### config.mk
export PLATFORM = sky130hd
export DESIGN_NAME = pc_sequencer
export DESIGN_NICKNAME = d
export VERILOG_FILES = /design/src/rtl/pc_sequencer_pkg.sv /design/src/rtl/pc_sequencer_jump_unit.sv /design/src/rtl/pc_sequencer.sv
export SDC_FILE = /design/constraint.sdc
export NUM_CORES = 1
export LEC_CHECK = 0
export ABC_AREA = 1
export CAP_MARGIN = 10
export CORE_ASPECT_RATIO = 1.4
export CORE_MARGIN = 1.5
export CORE_UTILIZATION = 41
export DETAILED_ROUTE_END_ITERATION = 10
export HOLD_SLACK_MARGIN = 0.02
export PLACE_DENSITY = 0.75
export SYNTH_ARGS = -nofsm -noshare
export SYNTH_HDL_FRONTEND = slang
export SYNTH_SLANG_ARGS = --single-unit
export TNS_END_PERCENT = 10
### constraint.sdc
create_clock -name clk -period 4.8 [get_ports clk]
set_clock_uncertainty 0.1 [all_clocks]
set_input_delay 0.96 -clock clk [delete_from_list [all_inputs] [get_ports clk]]
set_output_delay 0.96 -clock clk [all_outputs]
set_load 0.005 [all_outputs]
### src/rtl/pc_sequencer_pkg.sv
// rtl/pc_sequencer_pkg.sv - shared state encodings, flag indices and PC defaults
package pc_sequencer_pkg;

   typedef enum logic [1:0] {
      ST_IDLE  = 2'd0,
      ST_FETCH = 2'd1,
      ST_EXEC  = 2'd2,
      ST_HALT  = 2'd3
   } state_t;

   localparam int FLG_Z = 0;
   localparam int FLG_S = 1;
   localparam int FLG_C = 2;

   localparam logic [31:0] DEF_RESET_PC = 32'd0;
   localparam logic [31:0] DEF_PC_STEP  = 32'd4;

endpackage

### src/rtl/pc_sequencer_jump_unit.sv
// rtl/pc_sequencer_jump_unit.sv - next-address resolution for branch or fall-through
module jump_unit
   import pc_sequencer_pkg::*;
#(
   parameter logic [31:0] PC_STEP = DEF_PC_STEP
) (
   input  logic [31:0] PCin,
   input  logic [31:0] address,
   input  logic [31:0] res,
   input  logic        AdSel,
   input  logic        unconditional,
   input  logic [2:0]  conditional,
   input  logic [2:0]  flags,
   output logic [31:0] next_address
);

   logic taken;

   // Any selected flag that is set takes the branch; an empty mask never does.
   assign taken = unconditional
                | (conditional[FLG_Z] & flags[FLG_Z])
                | (conditional[FLG_S] & flags[FLG_S])
                | (conditional[FLG_C] & flags[FLG_C]);

   assign next_address = taken ? (AdSel ? res : address) : (PCin + PC_STEP);

endmodule

### src/rtl/pc_sequencer.sv
// rtl/pc_sequencer.sv - fetch/exec controller owning PC, flags, retire count and fetch timeout
module pc_sequencer
   import pc_sequencer_pkg::*;
#(
   parameter logic [31:0] RESET_PC  = DEF_RESET_PC,
   parameter logic [31:0] PC_STEP   = DEF_PC_STEP,
   parameter int          FETCH_TMO = 16
) (
   input  logic        clk,
   input  logic        rst,
   input  logic        run_en,
   output logic        imem_req,
   output logic [31:0] imem_addr,
   input  logic        imem_ack,
   input  logic [31:0] imem_rdata,
   output logic [31:0] instr,
   output logic        instr_valid,
   input  logic        ex_done,
   input  logic        br_uncond,
   input  logic [2:0]  br_cond,
   input  logic        br_adsel,
   input  logic [31:0] br_addr,
   input  logic [31:0] alu_res,
   input  logic        flag_we,
   input  logic [2:0]  flags_in,
   input  logic        halt,
   output logic [31:0] pc,
   output logic [2:0]  flags,
   output logic [31:0] retired,
   output logic        halted,
   output logic        fetch_err
);

   localparam int TW = $clog2(FETCH_TMO + 1);

   state_t        state;
   logic [TW-1:0] tmo_cnt;
   logic [31:0]   next_pc;

   assign imem_addr = pc;

   jump_unit #(.PC_STEP(PC_STEP)) u_ju (
      .PCin          (pc),
      .address       (br_addr),
      .res           (alu_res),
      .AdSel         (br_adsel),
      .unconditional (br_uncond),
      .conditional   (br_cond),
      .flags         (flags),
      .next_address  (next_pc)
   );

   always_ff @(posedge clk or negedge rst) begin
      if (!rst) begin
         state       <= ST_IDLE;
         pc          <= RESET_PC;
         flags       <= 3'b000;
         retired     <= 32'd0;
         instr       <= 32'd0;
         tmo_cnt     <= '0;
         imem_req    <= 1'b0;
         instr_valid <= 1'b0;
         halted      <= 1'b0;
         fetch_err   <= 1'b0;
      end else begin
         case (state)
            ST_IDLE: begin
               if (run_en) begin
                  state    <= ST_FETCH;
                  imem_req <= 1'b1;
                  tmo_cnt  <= '0;
               end
            end
            ST_FETCH: begin
               // An ack in the last allowed cycle still wins over the timeout.
               if (imem_ack) begin
                  instr       <= imem_rdata;
                  imem_req    <= 1'b0;
                  instr_valid <= 1'b1;
                  state       <= ST_EXEC;
               end else if (tmo_cnt == TW'(FETCH_TMO - 1)) begin
                  imem_req  <= 1'b0;
                  fetch_err <= 1'b1;
                  halted    <= 1'b1;
                  state     <= ST_HALT;
               end else begin
                  tmo_cnt <= tmo_cnt + TW'(1);
               end
            end
            ST_EXEC: begin
               instr_valid <= 1'b0;
               if (ex_done) begin
                  // Branch decision in u_ju uses the flags before this write.
                  pc      <= next_pc;
                  retired <= retired + 32'd1;
                  if (flag_we) flags <= flags_in;
                  if (halt) begin
                     halted <= 1'b1;
                     state  <= ST_HALT;
                  end else begin
                     imem_req <= 1'b1;
                     tmo_cnt  <= '0;
                     state    <= ST_FETCH;
                  end
               end
            end
            default: begin
               imem_req <= 1'b0;
               halted   <= 1'b1;
            end
         endcase
      end
   end

endmodule

# Yosys cells after proc, flatten, opt, wreduce, memory -nomap -nowiden
# Cells that the tools add are included.
[word_totals] input_bits=111 regBits=110 output_inout_bits=135
[classes] eq_ne=12 n_reduce_logical=12 n_bitwise=8 mux=27 addsub=3
[op_table] op="32-bit two-way mux" count=2
[op_table] op="32-bit by 1-bit adder with 32-bit output, second input constant" count=1
[op_table] op="32-bit by 3-bit adder with 32-bit output, second input constant" count=1
[op_table] op="5-bit two-way mux" count=5
[op_table] op="2-bit inequality test, second input constant" count=8
[op_table] op="5-bit one-hot mux with 3 select lines" count=1
[op_table] op="1-bit two-way mux" count=10
[op_table] op="2-bit two-way mux" count=5
[op_table] op="4-bit AND reduction" count=2
[op_table] op="1-bit one-hot mux with 3 select lines" count=2
[op_table] op="2-bit one-hot mux with 3 select lines" count=1
[op_table] op="2-bit AND reduction" count=3
[op_table] op="3-bit AND reduction" count=2
[op_table] op="6-bit AND reduction" count=1
[op_table] op="5-bit by 1-bit adder with 5-bit output, second input constant" count=1
[op_table] op="5-bit by 4-bit equality test with 1-bit output, second input constant" count=1
[op_table] op="5-bit AND reduction" count=1
[op_table] op="1-bit bitwise AND" count=3
[op_table] op="3-bit inequality test, second input constant" count=1
[op_table] op="1-bit bitwise OR" count=3
[op_table] op="3-bit nonzero test" count=1
[op_table] op="2-bit by 1-bit equality test with 1-bit output, second input constant" count=1
[op_table] op="2-bit equality test, second input constant" count=1
[op_table] op="2-bit logical NOT" count=1
[op_table] op="3 further kinds" count=4

# Longest topological paths before layout
[logic_depth] ltp_word=5 ltp_mapped=11

# Modules after synthesis
# Synthesis repeated with hierarchy kept, for this count alone.
[unflattened] cells_unflattened=972 hier_area_um2=6816.5
[by_module_without_submodules] mod="pc_sequencer" cells_each=599 area_per_inst_um2=5136.2 n_inst=1 seq_area_each_um2=2752.6
[by_module_without_submodules] mod="jump_unit" cells_each=373 area_per_inst_um2=1680.4 n_inst=1 seq_area_each_um2=0.0

# Worst setup path before layout
# Ideal clock, no wire load.
[synth_timing] kind="input-to-reg" startpoint="input port br_cond[2]" endpoint="register pc[2] (netlist: imem_addr[2])" slack_ns=2.720 arrival_time_ns=1.849 path_buffers=1 required_ns=4.570 path_stages=7 cell_sequence="nand2_1 -> nand2_1 -> nor2_2 -> inv_2 -> clkbuf_1 -> o211ai_1 -> o21ai_0"
[synth_via] elab_chain_cells=3
[synth_lines] item="start, declared" line="pc_sequencer.sv:20" source="input logic [2:0] br_cond,"
[synth_lines] item="1-bit bitwise AND" line="pc_sequencer_jump_unit.sv:23" source="| (conditional[FLG_C] & flags[FLG_C]);"
[synth_lines] item="1-bit bitwise OR" line="pc_sequencer_jump_unit.sv:23"
[synth_lines] item="32-bit two-way mux" line="pc_sequencer_jump_unit.sv:25" source="assign next_address = taken ? (AdSel ? res : address) : (PCin + PC_STEP);"
[synth_lines] item="end signal, assigned" line="pc_sequencer.sv:94" source="pc <= next_pc;"
[synth_lines] item="end, declared" line="pc_sequencer.sv:27" source="output logic [31:0] pc,"
# Every way passes these cells.
# A chain may end at the register's enable or synchronous reset.

# Worst setup path in the final report
[layout_timing] startpoint="input port br_adsel" endpoint="register pc[6] (netlist: imem_addr[6])"
[layout_via] elab_chain_cells=2
[layout_lines] item="start, declared" line="pc_sequencer.sv:21" source="input logic br_adsel,"
[layout_lines] item="32-bit two-way mux (2 in a row)" line="pc_sequencer_jump_unit.sv:25"
# Every way passes these cells.

==> impl_metrics.py <==
metrics = {
    "yosys": {
        "async_flop_share": 1.00,
        "ys_seq_elements": 110,
        "syn_nets": 1024,
        "netlist_instances": 904,
        "synth_area_leaders": "dfrtp_1 (42%), nand2_1 (21%), nor2_1 (5.5%)",
        "synthTopCellsByCount": "nand2_1 (358), dfrtp_1 (110), nor2_1 (95), inv_1 (58), a21oi_1 (46)",
        "netlist_area_mm2": 0.00654,
        "synth_top_area_frac": 0.421,
        "synth_cell_type_count": 41,
        "synth.most_common_cell": "nand2_1",
        "yosysWarnings": 0,
        "synth.avg_cell_area_um2": 7.23,
        "synth.yosys.seq_area_share": 0.421,
        "synth_area_leader_cell": "dfrtp_1",
        "synth_edf_count": 0,
        "synth_flop_cell": "dfrtp_1",
    },
    "placement": {
        "place.port_buffers": 245,
        "place_area_mm2": 0.00895,
        "place_congestion": 0.887,
        "hpwl_um": 14700,
    },
    "route": {
        "routed_wl_um": 19500,
        "detail_route.vias_per_cell": 4.94,
        "drc": 0,
        "wl_per_cell_um": 14.8,
        "num_vias": 6497,
        "route.antenna.remaining_nets": 0,
        "first_iter_violations": 280,
        "dr.pass1.iters": 4,
    },
    "die": {
        "die_w_um": 110,
        "num_rows": 54,
        "start_util": 0.419,
        "dieArea_mm2": 0.0167,
        "fp.dieH_um": 152,
        "io_pins": 246,
        "coreArea_mm2": 0.0156,
    },
    "sta": {
        "maxSlewViolCount": 0,
        "setup_viol": 0,
        "fin_crit_sh": 0.670,
        "finalCriticalPeriod_ps": 3210,
        "tightest_slew_ps": 845,
        "max_freq_mhz": 311,
        "hold_violations": 0,
        "rsz0062_at_grt": "no",
        "maxSlewHeadroom": 0.433,
        "setup_tns_ps": 0,
    },
    "pwr": {
        "p_switching_uw": 1600,
        "p_sw_frac": 0.365,
        "combPwrFrac": 0.446,
        "p_int_uw": 2790,
        "pwr-share-seq": 0.373,
        "pwr-share-clk": 0.181,
        "peakVddDrop_mv": 0.275,
        "leakage_uw": 0.00421,
        "p_per_area_mw_per_mm2": 473,
    },
    "clock_tree": {
        "cts_inserted_buffers": 9,
        "clkTransAtPathRegs_ps": 80,
        "cts_setup_buffers": 0,
        "cts_root_buf": "clkbuf_16",
        "cts_buffer_depth": 2,
        "cts.sink_count": 110,
        "h-tree-depth": 3,
        "cts_hold_buf": 0,
        "cts_resized": 0,
        "insertion_delay_ps": 350,
        "tritoncts": "done",
    },
    "global_routing": {
        "grt_pass1_wl_um": 31300,
        "grt_pass1_vias": 6410,
        "grt_use_total": 0.239,
        "gr-total-overflow": 0,
        "grt_start_max_net_pins": 44,
        "antenna_found_initial": 1,
    },
    "finish": {
        "design_area_mm2": 0.00927,
        "fin_nets": 1232,
        "syn_to_final_growth_pct": 41.8,
        "drive_gt1_frac": 0.0483,
        "nFillCells": 1451,
    },
    "worst_setup_path": {
        "path_class": "in2reg",
        "worstPathArrival_ps": 3340,
        "critPathLaunchType": "primary input",
        "reg2reg_slack_ps": 2300,
        "path_max_fanout": 33,
        "critPathRequiredTime_ps": 4930,
        "worstSetupEndpointType": "flop",
    },
    "worst_hold_path": {
        "min_path_type": "reg2reg",
    },
    "outcome": {
        "outcome": "completed",
    },
    "job": {
        "drv_cap": 0,
    },
}
metrics by stage:
stage	hold WS, ps	cells	power (uW)	setup slack, ps	util
2_1_floorplan	351	904	2560	2720	-
3_3_place_gp	344	1297	3580	1180	0.574
3_5_place_dp	357	1297	3610	1170	0.574
4_1_cts	370	1313	4420	1610	0.594
5_1_grt	389	1314	4740	1390	0.594
6_report	366	1314	4390	1590	0.594
placed cells by master (no fill, tap or decap), types with 9 or more instances in the layout:
cell             count
a21oi_1             46
buf_4                9
clkbuf_16            9
clkdlybuf4s50_1    244
dfrtp_1            110
ha_1                 9
inv_1               58
nand2_1            358
nand3_1             33
nand3b_1             9
nor2_1              95
nor3_1              15
o211ai_1            11
o21ai_0              9
xnor2_1             10
xor2_1              21
state kept, by name, indices dropped and copies added, names as in the netlist:
name / flops
tmo_cnt: 5
halted: 1
imem_req: 1
instr_valid: 1
fetch_err: 1
state: 2
retired: 32
instr: 32
imem_addr: 32
flags: 3
final timing paths:
check	cells after the start	endpoint	start
min reg2reg	1	fetch_err	fetch_err
min in group asynchronous	1	retired[20]	rst
max in group asynchronous	2	state[1]	rst
max reg2reg	11	retired[29]	state[0]
min	1	fetch_err	fetch_err
max	6	imem_addr[6]	br_adsel
layout make-up:
cell class              instances  area (um2)  area share
clock buffers                   9         225      0.0243
well taps                     196         245      0.0265
flip-flops and latches        110        2750       0.297
clock inverters                 7        88.8     0.00958
diodes                          1        2.50    0.000270
multi-input cells             675        3210       0.346
repair buffers                253        2510       0.271
inverters                      63         236      0.0255
routing by layer:
layer | vias to the layer above | share of wire | track usage
met5 | - | 0 | 0
met4 | 0 | 0.030 | 0.0872
met3 | 40 | 0.072 | 0.0616
met2 | 223 | 0.52 | 0.425
met1 | 3003 | 0.38 | 0.269
li1 | 3231 | - | -
power by group through the flow:
stage	sequential [uW]	combinational (uW)	clock [uW]
after detailed placement	1640	1970	0
after floorplan	1570	984	0
after global placement	1640	1940	0
after global routing	1690	2200	852
after CTS	1630	1980	809
final	1640	1960	794
cell families (layout without fill, tap and decap cells):
kind of cell | count (synthesis) | after routing | synth area share
muxes | 6 | 6 | 0.00938
DFF | 110 | 110 | 0.421
AOI/OAI and AO/OA | 82 | 82 | 0.0712
buffers and inverters | 119 | 332 | 0.0879
and+or+nand+nor | 547 | 547 | 0.352
other | 0 | 1 | 0
adders and majority gates | 9 | 9 | 0.0172
xor gates and xnor gates | 31 | 31 | 0.0415
worst max-delay path, stage by stage:
cell and delay [ps]:
clkdlybuf4s50_1 450, buf_4 350, clkinv_1 780, or2_2 570
o211ai_1 110, a31oi_1 100
Note: power is estimated with default switching activity, not from simulation.
